$ cat config.mk
export PLATFORM = sky130hd
export DESIGN_NAME = pi_scan_chain_ctrl_flat
export DESIGN_NICKNAME = d
export VERILOG_FILES = /design/src/rtl/pi_scan_pkg.sv /design/src/rtl/pi_scan_chain_ctrl_if.sv /design/src/rtl/pi_scan_shreg.sv /design/src/rtl/pi_scan_chain_ctrl.sv /design/src/flat_wrapper.sv
export SDC_FILE = /design/constraint.sdc
export NUM_CORES = 1
export LEC_CHECK = 0
export CORE_MARGIN = 3
export CORE_UTILIZATION = 44
export DETAILED_ROUTE_END_ITERATION = 16
export PLACE_DENSITY_LB_ADDON = 0.12
export SYNTH_ARGS = -nofsm -noshare
export SYNTH_HDL_FRONTEND = slang
export SYNTH_HIERARCHICAL = 1
export SYNTH_SLANG_ARGS = --single-unit
$ cat constraint.sdc
create_clock -name pi_scan_ctrl_clk -period 3.5 [get_ports pi_scan_ctrl_clk]
set_input_delay 0.7 -clock pi_scan_ctrl_clk [delete_from_list [all_inputs] [get_ports pi_scan_ctrl_clk]]
set_output_delay 0.7 -clock pi_scan_ctrl_clk [all_outputs]
set_load 0.01 [all_outputs]
$ cat src/rtl/pi_scan_pkg.sv
// Shared types and constants for the pi_pad scan-chain controller.
package pi_scan_pkg;

  localparam int DEF_CHAIN_LEN = 8;

  typedef enum logic [1:0] {
    IDLE,
    CAPT,
    SHIFT,
    RESP
  } state_e;

  // Counter must be able to hold CHAIN_LEN itself after the final shift.
  function automatic int cnt_width(input int chain_len);
    return $clog2(chain_len + 1);
  endfunction

endpackage

$ cat src/rtl/pi_scan_chain_ctrl_if.sv
// Command, response and scan-chain signals of the pi_pad scan controller.
interface pi_scan_chain_ctrl_if
  import pi_scan_pkg::*;
#(
  parameter int CHAIN_LEN = DEF_CHAIN_LEN
);

  logic                 cmd_valid;
  logic                 cmd_ready;
  logic                 cmd_capture;
  logic [CHAIN_LEN-1:0] cmd_data;
  logic                 scan_capture;
  logic                 scan_se;
  logic                 scan_sc_in;
  logic                 scan_sc_out;
  logic                 rsp_valid;
  logic                 rsp_ready;
  logic [CHAIN_LEN-1:0] rsp_data;

  // master: command source, response sink and the pad chain itself
  modport master (
    output cmd_valid, cmd_capture, cmd_data, rsp_ready, scan_sc_out,
    input  cmd_ready, rsp_valid, rsp_data, scan_capture, scan_se, scan_sc_in
  );

  modport slave (
    input  cmd_valid, cmd_capture, cmd_data, rsp_ready, scan_sc_out,
    output cmd_ready, rsp_valid, rsp_data, scan_capture, scan_se, scan_sc_in
  );

endinterface

$ cat src/rtl/pi_scan_shreg.sv
// Load/shift-out register feeding the chain plus the collect register
// that gathers scan_sc_out bits at the current write index.
module pi_scan_shreg #(
  parameter int CHAIN_LEN = 8,
  parameter int CNT_W     = 4
) (
  input  logic                 clk_i,
  input  logic                 rst_i,
  input  logic                 load_i,
  input  logic [CHAIN_LEN-1:0] load_data_i,
  input  logic                 shift_i,
  input  logic                 sc_in_en_i,
  input  logic                 sc_out_i,
  output logic                 sc_in_o,
  output logic [CNT_W-1:0]     cnt_o,
  output logic [CHAIN_LEN-1:0] col_data_o
);

  logic [CHAIN_LEN-1:0] sh_q, sh_d;
  logic [CHAIN_LEN-1:0] col_q, col_d;
  logic [CNT_W-1:0]     cnt_q, cnt_d;
  logic                 sc_in_q;

  always_comb begin
    sh_d  = sh_q;
    col_d = col_q;
    cnt_d = cnt_q;
    if (load_i) begin
      sh_d  = load_data_i;
      cnt_d = '0;
    end else if (shift_i) begin
      sh_d = sh_q >> 1;
      for (int i = 0; i < CHAIN_LEN; i++) begin
        if (cnt_q == CNT_W'(i)) col_d[i] = sc_out_i;
      end
      cnt_d = cnt_q + CNT_W'(1);
    end
  end

  // Shift data carries no reset; only what is visible outside is cleared.
  always_ff @(posedge clk_i) begin
    sh_q <= sh_d;
  end

  always_ff @(posedge clk_i) begin
    if (rst_i) begin
      cnt_q   <= '0;
      col_q   <= '0;
      sc_in_q <= 1'b0;
    end else begin
      cnt_q   <= cnt_d;
      col_q   <= col_d;
      sc_in_q <= sc_in_en_i & sh_d[0];
    end
  end

  assign sc_in_o    = sc_in_q;
  assign cnt_o      = cnt_q;
  assign col_data_o = col_q;

endmodule

$ cat src/rtl/pi_scan_chain_ctrl.sv
// Scan-chain controller for the pi_pad column: optional capture, serial
// shift-in of a command word, and return of the bits shifted out.
module pi_scan_chain_ctrl
  import pi_scan_pkg::*;
#(
  parameter int CHAIN_LEN = DEF_CHAIN_LEN
) (
  input  logic              pi_scan_ctrl_clk,
  input  logic              pi_scan_ctrl_reset,
  pi_scan_chain_ctrl_if.slave bus
);

  localparam int CNT_W = cnt_width(CHAIN_LEN);

  if (CHAIN_LEN < 1) begin : g_len_chk
    $error("pi_scan_chain_ctrl: CHAIN_LEN must be >= 1");
  end

  state_e           state_q, state_d;
  logic             load, shift;
  logic             se_q, cap_q;
  logic [CNT_W-1:0] cnt;

  always_comb begin
    state_d = state_q;
    load    = 1'b0;
    shift   = 1'b0;
    unique case (state_q)
      IDLE: begin
        if (bus.cmd_valid) begin
          load    = 1'b1;
          state_d = bus.cmd_capture ? CAPT : SHIFT;
        end
      end
      CAPT: state_d = SHIFT;
      SHIFT: begin
        shift = 1'b1;
        if (cnt == CNT_W'(CHAIN_LEN - 1)) state_d = RESP;
      end
      RESP: begin
        if (bus.rsp_ready) state_d = IDLE;
      end
      default: state_d = IDLE;
    endcase
  end

  // Chain controls are registered from the next state so they line up
  // with the cycle the FSM spends in CAPT/SHIFT.
  always_ff @(posedge pi_scan_ctrl_clk) begin
    if (pi_scan_ctrl_reset) begin
      state_q <= IDLE;
      se_q    <= 1'b0;
      cap_q   <= 1'b0;
    end else begin
      state_q <= state_d;
      se_q    <= (state_d == SHIFT);
      cap_q   <= (state_d == CAPT);
    end
  end

  pi_scan_shreg #(
    .CHAIN_LEN (CHAIN_LEN),
    .CNT_W     (CNT_W)
  ) u_shreg (
    .clk_i       (pi_scan_ctrl_clk),
    .rst_i       (pi_scan_ctrl_reset),
    .load_i      (load),
    .load_data_i (bus.cmd_data),
    .shift_i     (shift),
    .sc_in_en_i  (state_d == SHIFT),
    .sc_out_i    (bus.scan_sc_out),
    .sc_in_o     (bus.scan_sc_in),
    .cnt_o       (cnt),
    .col_data_o  (bus.rsp_data)
  );

  assign bus.cmd_ready    = (state_q == IDLE);
  assign bus.rsp_valid    = (state_q == RESP);
  assign bus.scan_se      = se_q;
  assign bus.scan_capture = cap_q;

endmodule

$ cat src/flat_wrapper.sv
// flat-port wrapper written by rule: the top's interface ports become plain ports
module pi_scan_chain_ctrl_flat import pi_scan_pkg::*;
#(
  parameter int CHAIN_LEN = DEF_CHAIN_LEN
)
  (pi_scan_ctrl_clk, pi_scan_ctrl_reset, bus_cmd_valid, bus_cmd_capture, bus_cmd_data, bus_rsp_ready, bus_scan_sc_out, bus_cmd_ready, bus_rsp_valid, bus_rsp_data, bus_scan_capture, bus_scan_se, bus_scan_sc_in);
  pi_scan_chain_ctrl_if #(.CHAIN_LEN(CHAIN_LEN)) bus_i ();
  input  logic pi_scan_ctrl_clk;
  input  logic pi_scan_ctrl_reset;
  input wire logic [$bits(bus_i.cmd_valid)-1:0] bus_cmd_valid;
  input wire logic [$bits(bus_i.cmd_capture)-1:0] bus_cmd_capture;
  input wire logic [$bits(bus_i.cmd_data)-1:0] bus_cmd_data;
  input wire logic [$bits(bus_i.rsp_ready)-1:0] bus_rsp_ready;
  input wire logic [$bits(bus_i.scan_sc_out)-1:0] bus_scan_sc_out;
  output wire logic [$bits(bus_i.cmd_ready)-1:0] bus_cmd_ready;
  output wire logic [$bits(bus_i.rsp_valid)-1:0] bus_rsp_valid;
  output wire logic [$bits(bus_i.rsp_data)-1:0] bus_rsp_data;
  output wire logic [$bits(bus_i.scan_capture)-1:0] bus_scan_capture;
  output wire logic [$bits(bus_i.scan_se)-1:0] bus_scan_se;
  output wire logic [$bits(bus_i.scan_sc_in)-1:0] bus_scan_sc_in;
  assign bus_i.cmd_valid = bus_cmd_valid;
  assign bus_i.cmd_capture = bus_cmd_capture;
  assign bus_i.cmd_data = bus_cmd_data;
  assign bus_i.rsp_ready = bus_rsp_ready;
  assign bus_i.scan_sc_out = bus_scan_sc_out;
  assign bus_cmd_ready = bus_i.cmd_ready;
  assign bus_rsp_valid = bus_i.rsp_valid;
  assign bus_rsp_data = bus_i.rsp_data;
  assign bus_scan_capture = bus_i.scan_capture;
  assign bus_scan_se = bus_i.scan_se;
  assign bus_scan_sc_in = bus_i.scan_sc_in;
  pi_scan_chain_ctrl #(.CHAIN_LEN(CHAIN_LEN)) u_core (.pi_scan_ctrl_clk(pi_scan_ctrl_clk), .pi_scan_ctrl_reset(pi_scan_ctrl_reset), .bus(bus_i));
endmodule
==> out/metrics.yaml, run 1 <==
peakVddDrop_uv: 236
setup_tns_ps: 0
cts.clk_slew.worst_paths_ps: 140
combinationalPowerShare_pct: 15.3
coreArea_um2: 2500
cp_max_fo: 5
yosysSeqAreaShare_pct: 48.5
die_y_um: 57.7
cts_root_buf: "clkbuf_4"
multi_input_area_um2: 569
slew_headroom_pct: 52.1
final-hold-violation-count: 0
drc: 0
dp_hpwl_um: 1490
ys_ff_latch: 25
hold_buffers: 0
grt_overflow: 0
critPathKind: "reg -> out"
via_count: 832
insertion_delay_ps: 320
dr.first_iter.drc_count: 21
cellPowerDensity_nw_per_um2: 369
status: "finished clean"
synth-async-reset-ratio_pct: 0
slew_viol_final: 0
cts_resized: 0
tightest_slew_ps: 718
fin_nets: 153
synth_area_leaders: "dfxtp_1 31%, edfxtp_1 18%, mux2i_1 8.5%, nand2b_1 5.9%, nand2_1 4.5%"
num_antenna_cells: 0
drt-total-wl_um: 2140
grt_max_degree: 21
setup_violations: 0
layout_common_cells: "26 x clkdlybuf4s50_1, 18 x dfxtp_1, 14 x nand2_1, 11 x nand2b_1, 10 x mux2i_1"
synthesis.nets: 127
synth_top_cell_by_area: "dfxtp_1"
gp_congestion: 0.692
cellLeakagePower_nw: 0.567
area_growth_pct: 25.4
vias_per_cell: 5.07
end_kind: "output port"
synth_area_per_cell_um2: 10.8
cts_tree: "yes"
swShare_pct: 25.4
gr-usage-all-layers_pct: 14.8
ctsLongestPathBuffers: 2
synthFlopType: "dfxtp_1"
dp_slack_ps: 965
skew_ps: 3.56
ys_warn_count: 6
power_frac_seq_pct: 60.2
rsz0062_at_grt: "no"
htree_levels: 1
min_period_ps: 2190
synthCells: 109
drt_pass1_iterations: 4
fin_crit_sh_pct: 62.6
port_buffers: 26
fin_ws_ps: 1310
maxCapViolCount: 0
synth_cell_types: 34
synth_area_um2: 1180
num_rows: 18
fp.dieArea_um2: 3330
grt_pass1_wl_um: 3830
synth_edf_count: 7
mostFrequentLayoutCell: "clkdlybuf4s50_1"
drive_above_1_share_pct: 8.21
worst_setup_path_start_kind: "register"
antenna_found_initial: 0
fill_cells: 226
wl_per_cell_um: 13.0
start_util_pct: 47.0
ant_nets: 0
pwr-share-clk_pct: 24.5
io_pins: 27
cts_sinks: 25
cp_data_arrival_time_ps: 1490
cp.required_ps: 2800
cts_made_buffers: 3
hp-class: "reg -> reg"
fmax_ghz: 0.457
netlist.area_leader.share_pct: 30.6
post-cts-setup-buffer-count: 0
regArea_um2: 571
grt_pass1_vias: 864
die_w_um: 57.7
switchingPower_mw: 0.138
p_int_mw: 0.406
-- critical path: stages (launching register included) --
cell,delay (ps)
dfxtp_1,430
and2_1,190
clkdlybuf4s50_1,550
-- cells in the mapped netlist (all sizes together), types with 2 or more instances --
| cell type | n |
|---|---|
| a22o | 4 |
| and2 | 3 |
| buf | 3 |
| clkbuf | 2 |
| dfxtp | 18 |
| edfxtp | 7 |
| ha | 4 |
| inv | 2 |
| mux2i | 10 |
| nand2 | 14 |
| nand2b | 11 |
| nand3 | 2 |
| nor2 | 2 |
| nor2b | 2 |
| nor3 | 6 |
| nor3b | 2 |
| o21ai | 3 |
| xor2 | 2 |
-- power groups by stage --
stage               logic (mW)  clock network, mW  registers, mW
global placement        0.0819                  0          0.333
detailed placement      0.0834                  0          0.334
global route            0.0934              0.153          0.329
floorplan               0.0509                  0          0.333
CTS                     0.0839              0.139          0.327
finish                  0.0832              0.133          0.327
-- cell families (layout without fill, tap and decap cells) --
logic type / Yosys count / after routing / synth area share (%)
buf+inv: 7 / 32 / 3.09
mux: 10 / 10 / 8.51
compound gates: 10 / 10 / 6.70
xor+xnor: 3 / 3 / 2.23
flops: 25 / 25 / 48.5
fa+ha+maj: 4 / 4 / 4.26
simple gates: 50 / 50 / 26.7
-- worst paths after layout --
kind | from | end | slack, ps | cells after the start
max | u_core/state_q[0] | bus_rsp_valid | 1310 | 2
min | u_core/u_shreg/col_data_o[3] | u_core/u_shreg/col_data_o[3] | 490 | 2
max reg2reg | u_core/state_q[0] | u_core/u_shreg/sh_q[6] | 1620 | 4
min reg2reg | u_core/u_shreg/col_data_o[3] | u_core/u_shreg/col_data_o[3] | 490 | 2
-- per-stage QoR --
| stage | cell area, µm² | total power, mW | hold WS [ps] | utilization [%] | cells |
|---|---|---|---|---|---|
| after floorplan | 1180 | 0.384 | 496 | - | 109 |
| after global placement | 1450 | 0.415 | 463 | 57.8 | 160 |
| after detailed placement | 1450 | 0.417 | 470 | 57.8 | 160 |
| after CTS | 1480 | 0.550 | 496 | 59.0 | 164 |
| after global routing | 1480 | 0.575 | 524 | 59.0 | 164 |
| final | 1480 | 0.544 | 493 | 59.0 | 164 |
-- sequential cells by signal (all words and copies together), names as in the netlist --
register                   cells
u_core/u_shreg/sh_q            8
u_core/state_q                 2
u_core/bus.scan_se             1
u_core/u_shreg/cnt_o           4
u_core/u_shreg/col_data_o      8
u_core/bus.scan_capture        1
u_core/u_shreg/sc_in_o         1
-- area by class of cell --
type,instances,share of cell area (%)
Clock buffer,3,1.53
Clock inverter,1,0.509
Multi-Input combinational cell,77,38.6
Tap cell,30,2.54
Inverter,2,0.509
Sequential cell,25,38.7
Timing Repair Buffer,26,17.6
-- per-layer routing --
layer	vias to the layer above	part of all wire, %	GRT usage, %	routed length [µm]
li1	428	-	-	-
met1	386	49	18.9	1040
met2	16	46	22.6	979
met3	2	4.2	3.79	89
met4	0	1.3	8.28	27
met5	-	0	0	0
Power figures use the tool's default switching activity.
==> inputs of run 2 (changes only) <==
clock period = 1.9 ns   (was 3.5 ns; I/O delays follow)
==> out/metrics.yaml, run 2 (same netlist as run 1, synthesis figures left out) <==
dp_slack_ps: 38.3  # -926 ps
drt_pass1_iterations: 4  # unchanged
critPathKind: "reg -> out"
worstPathCellList: "nor2_2, clkdlybuf4s50_1"
die_w_um: 57.7  # unchanged
slew_viol_final: 0  # unchanged
cellLeakagePower_nw: 0.587  # +3.6%
min_period_ps: 1810
status: "finished clean"
coreArea_um2: 2500  # unchanged
mostFrequentLayoutCell: "clkdlybuf4s50_1"
insertion_delay_ps: 320  # about the same
cellPowerDensity_nw_per_um2: 674  # +83%
cts_tree: "yes"
p_total_mw: 1.02  # +87%
setup_violations: 0  # unchanged
rsz0062_at_grt: "no"
numPlacedInstances: 164  # +2.5%
worst_setup_path_start_kind: "register"
hold_ws_ps: 492  # -0.985 ps
placed_area_um2: 1480  # +2.1%
antenna_found_initial: 0  # unchanged
hp-class: "reg -> reg"
fin_crit_sh_pct: 95.2
cp_max_fo: 5  # unchanged
htree_levels: 1  # unchanged
grt_max_degree: 16  # -24%
fin_nets: 157  # +2.6%
slew_headroom_pct: 64.8  # +13 points
cp.required_ps: 1520  # -1280 ps
start_util_pct: 47.0  # unchanged
fin_util_pct: 60.3  # +1.3 points
dr.first_iter.drc_count: 18  # -14%
setup_tns_ps: 0  # unchanged
ctsLongestPathBuffers: 2  # unchanged
end_kind: "output port"
maxCapViolCount: 0  # unchanged
fin_ws_ps: 91.2  # -1220 ps
layout_common_cells: "26 x clkdlybuf4s50_1, 16 x dfxtp_1, 14 x nand2_1, 11 x nand2b_1, 10 x mux2i_1"
area_growth_pct: 28.2
drt-total-wl_um: 2270  # +6.2%
grt_overflow: 0  # unchanged
cts_made_buffers: 3  # unchanged
ant_nets: 0  # unchanged
fmax_ghz: 0.553
cp_data_arrival_time_ps: 1430  # -60 ps
cp_slowest_cell: "clkdlybuf4s50_1"
grt_pass1_wl_um: 3930  # +2.5%
tightest_slew_ps: 529  # -189 ps
hold_buffers: 0  # unchanged
cts_sinks: 25  # unchanged
wl_per_cell_um: 13.5  # +3.6%
fin_area_um2: 1510  # +2.2%
max_stage_delay_ps: 560  # about the same
skew_ps: 4.86  # +1.31 ps
fin_cells: 168  # +2.4%
cts_root_buf: "clkbuf_4"
gp_congestion: 0.730  # +5.4%
port_buffers: 26  # unchanged
via_count: 871  # +4.7%
final-hold-violation-count: 0  # unchanged
fp.dieArea_um2: 3330  # unchanged
drive_above_1_share_pct: 12.3  # +4.1 points
num_rows: 18  # unchanged
cts.clk_slew.worst_paths_ps: 140  # about the same
die_y_um: 57.7  # unchanged
gr-usage-all-layers_pct: 14.9  # +0.12 points
drc: 0  # unchanged
peakVddDrop_uv: 528  # +120%
num_antenna_cells: 0  # unchanged
grt_pass1_vias: 872  # +0.93%
dp_hpwl_um: 1660  # +12%
io_pins: 27  # unchanged
vias_per_cell: 5.18  # +2.2%
-- run 2: cell types whose count changed in the layout (fill, tap and decap cells not counted) --
cell,previous run,this run
buf_4,0,4
dfxtp_2,0,2
dfxtp_1,18,16
-- run 2: area by class of cell --
cell class | count | area (µm²)
Multi-Input combinational cell | 77 | 569
Inverter | 2 | 7.51
Sequential cell | 25 | 573
Clock inverter | 1 | 7.51
Timing Repair Buffer | 30 | 290
Fill cell | 217 | 992
Clock buffer | 3 | 22.5
Tap cell | 30 | 37.5
-- run 2: repair_timing --
action                                  CTS  global route
endpoints found under the setup margin    0             2
setup buffers                             0             0
gates resized for setup                   0             2
-- run 2: worst paths after layout --
check / from / endpoint / slack (ps) / depth (start not counted)
worst max-delay path: u_core/state_q[0] / bus_cmd_ready / 90 / 2
worst min-delay path: u_core/u_shreg/col_data_o[2] / u_core/u_shreg/col_data_o[2] / 490 / 2
worst max register to register: u_core/state_q[0] / u_core/u_shreg/col_data_o[0] / 310 / 4
worst min register to register: u_core/u_shreg/col_data_o[2] / u_core/u_shreg/col_data_o[2] / 490 / 2
-- run 2: critical path: cells and delay by family (launching register included) --
| family | cells | cell delay [ps] |
|---|---|---|
| flip-flops | 1 | 370 |
| buffers and inverters | 1 | 560 |
| AND/OR/NAND/NOR | 1 | 180 |
-- run 2: metal layers --
layer	GRT usage, %	up-vias	part of all wire, %
met4	4.30	0	0.66
li1	-	437	-
met1	19.8	410	45
met2	23.1	22	49
met5	0	-	0
met3	4.90	2	5.5
-- run 2: report_power, final --
group	switching, mW	internal (mW)	total (mW)	leakage [nW]
logic	0.0768	0.0882	0.165	0.355
registers	0.0157	0.589	0.604	0.218
clock network	0.166	0.0805	0.246	0.0139
total	0.258	0.757	1.02	0.587
==> inputs of run 3 (changes only) <==
CORE_MARGIN = 2   (was 3)
CTS_CLUSTER_SIZE = 24   (was unset)
==> out/metrics.yaml, run 3 (same netlist as run 1, synthesis figures left out) <==
gp_congestion: 0.775  # +6.2%
hold_ws_ps: 488  # -3.70 ps
via_count: 862  # -1.0%
num_rows: 18  # unchanged
skew_ps: 1.31  # -3.55 ps
worst_setup_path_start_kind: "register"
post-cts-setup-buffer-count: 0  # unchanged
cts_resized: 0  # unchanged
hold_buffers: 0  # unchanged
wl_per_cell_um: 13.5  # -0.18%
drc: 0  # unchanged
drt_pass1_iterations: 4  # unchanged
rsz0062_at_grt: "no"
grt_overflow: 0  # unchanged
layout_common_cells: "26 x clkdlybuf4s50_1, 16 x dfxtp_1, 14 x nand2_1, 11 x nand2b_1, 10 x mux2i_1"
coreArea_um2: 2500  # unchanged
ant_nets: 0  # unchanged
hold_depth: 2  # unchanged
fin_nets: 157  # unchanged
worstPathCellList: "nor2_2, clkdlybuf4s50_1"
port_buffers: 26  # unchanged
io_pins: 27  # unchanged
grt_max_degree: 16  # unchanged
drt-total-wl_um: 2270  # -0.18%
hp-class: "reg -> reg"
fin_crit_sh_pct: 95.7  # +0.53 points
status: "finished clean"
max_stage_delay_ps: 560  # about the same
final-hold-violation-count: 0  # unchanged
slew_viol_final: 0  # unchanged
cts_root_buf: "clkbuf_4"
cp_slowest_cell: "clkdlybuf4s50_1"
cp_data_arrival_time_ps: 1440  # about the same
die_w_um: 55.7  # -3.5%
rrSetupSlack_ps: 340  # +30 ps
dr.first_iter.drc_count: 8  # -10
maxCapViolCount: 0  # unchanged
cp.required_ps: 1520  # about the same
setup_violations: 0  # unchanged
end_kind: "output port"
cellPowerDensity_nw_per_um2: 677  # +0.57%
cts_sinks: 25  # unchanged
fp.dieArea_um2: 3100  # -6.8%
timing.rr.start: "u_core/state_q[0]"
setup_tns_ps: 0  # unchanged
num_antenna_cells: 0  # unchanged
start_util_pct: 47.0  # unchanged
cp_max_fo: 5  # unchanged
cellLeakagePower_nw: 0.587  # unchanged
vias_per_cell: 5.13  # -1.0%
antenna_found_initial: 0  # unchanged
cts.clk_slew.worst_paths_ps: 140  # about the same
r2r-end: "u_core/u_shreg/sh_q[1]"
area_growth_pct: 28.2  # unchanged
critPathKind: "reg -> out"
tightest_slew_ps: 483  # -45.8 ps
ctsLongestPathBuffers: 2  # unchanged
insertion_delay_ps: 330  # about the same
gr-usage-all-layers_pct: 16.3  # +1.4 points
endpoint: "bus_cmd_ready"
cts_made_buffers: 3  # unchanged
drive_above_1_share_pct: 12.3  # unchanged
slew_headroom_pct: 67.8  # +3.1 points
dp_hpwl_um: 1590  # -4.4%
cts_tree: "yes"
peakVddDrop_uv: 581  # +10%
min_period_ps: 1820  # +9.98 ps
fmax_ghz: 0.550  # -0.55%
htree_levels: 1  # unchanged
ff2ff_path_depth: 3  # -1
mostFrequentLayoutCell: "clkdlybuf4s50_1"
die_y_um: 55.7  # -3.5%
grt_pass1_wl_um: 3870  # -1.4%
grt_pass1_vias: 829  # -4.9%
startpoint: "u_core/state_q[0]"
==> run 3: cell counts in the layout (fill, tap and decap cells not counted) <==
No cell type changed its count.
==> run 3: power breakdown <==
group	switching, mW	total (mW)	internal (mW)
combinational	0.0769	0.165	0.0883
sequential	0.0155	0.604	0.589
clock	0.171	0.252	0.0807
total	0.264	1.02	0.758
==> run 3: worst min path at each step <==
stage	endpoint	from	slack, ps
2_1_floorplan	u_core/bus.scan_capture	pi_scan_ctrl_reset	450
3_3_place_gp	u_core/u_shreg/col_data_o[2]	u_core/u_shreg/col_data_o[2]	460
3_5_place_dp	u_core/u_shreg/col_data_o[2]	u_core/u_shreg/col_data_o[2]	470
4_1_cts	u_core/u_shreg/col_data_o[2]	u_core/u_shreg/col_data_o[2]	490
5_1_grt	u_core/u_shreg/col_data_o[5]	u_core/u_shreg/col_data_o[5]	520
6_report	u_core/u_shreg/col_data_o[2]	u_core/u_shreg/col_data_o[2]	490
==> run 3: per-layer routing <==
layer	track usage [%]	vias up	share of wire, %
li1	-	438	-
met1	20.8	402	47
met2	25.2	17	47
met3	4.19	5	3.7
met4	8.36	0	2.2
met5	0	-	0
==> run 3: metrics by stage <==
| step | area, µm² | instances | setup slack, ps | total power, mW | util [%] |
|---|---|---|---|---|---|
| 4_1_cts | 1510 | 168 | 28.9 | 1.03 | 60.2 |
| 5_1_grt | 1510 | 168 | 27.8 | 1.07 | 60.3 |
| 3_3_place_gp | 1480 | 164 | 79.3 | 0.776 | 59.0 |
| 2_1_floorplan | 1180 | 109 | 466 | 0.708 | - |
| 3_5_place_dp | 1480 | 164 | 21.2 | 0.780 | 59.0 |
| 6_report | 1510 | 168 | 81.2 | 1.02 | 60.3 |
==> run 3: layout make-up <==
cell class                      count  area (µm²)
Clock inverter                      1        7.51
Timing Repair Buffer               30         290
Inverter                            2        7.51
Multi-Input combinational cell     77         569
Clock buffer                        3        22.5
Sequential cell                    25         573
Fill cell                         205         992
Tap cell                           30        37.5
==> run 3: worst max-delay path: cells and delay by family (launching register included) <==
kind / cells / cell delay, ps
buffers and inverters: 1 / 560
DFF: 1 / 370
and+or+nand+nor: 1 / 180
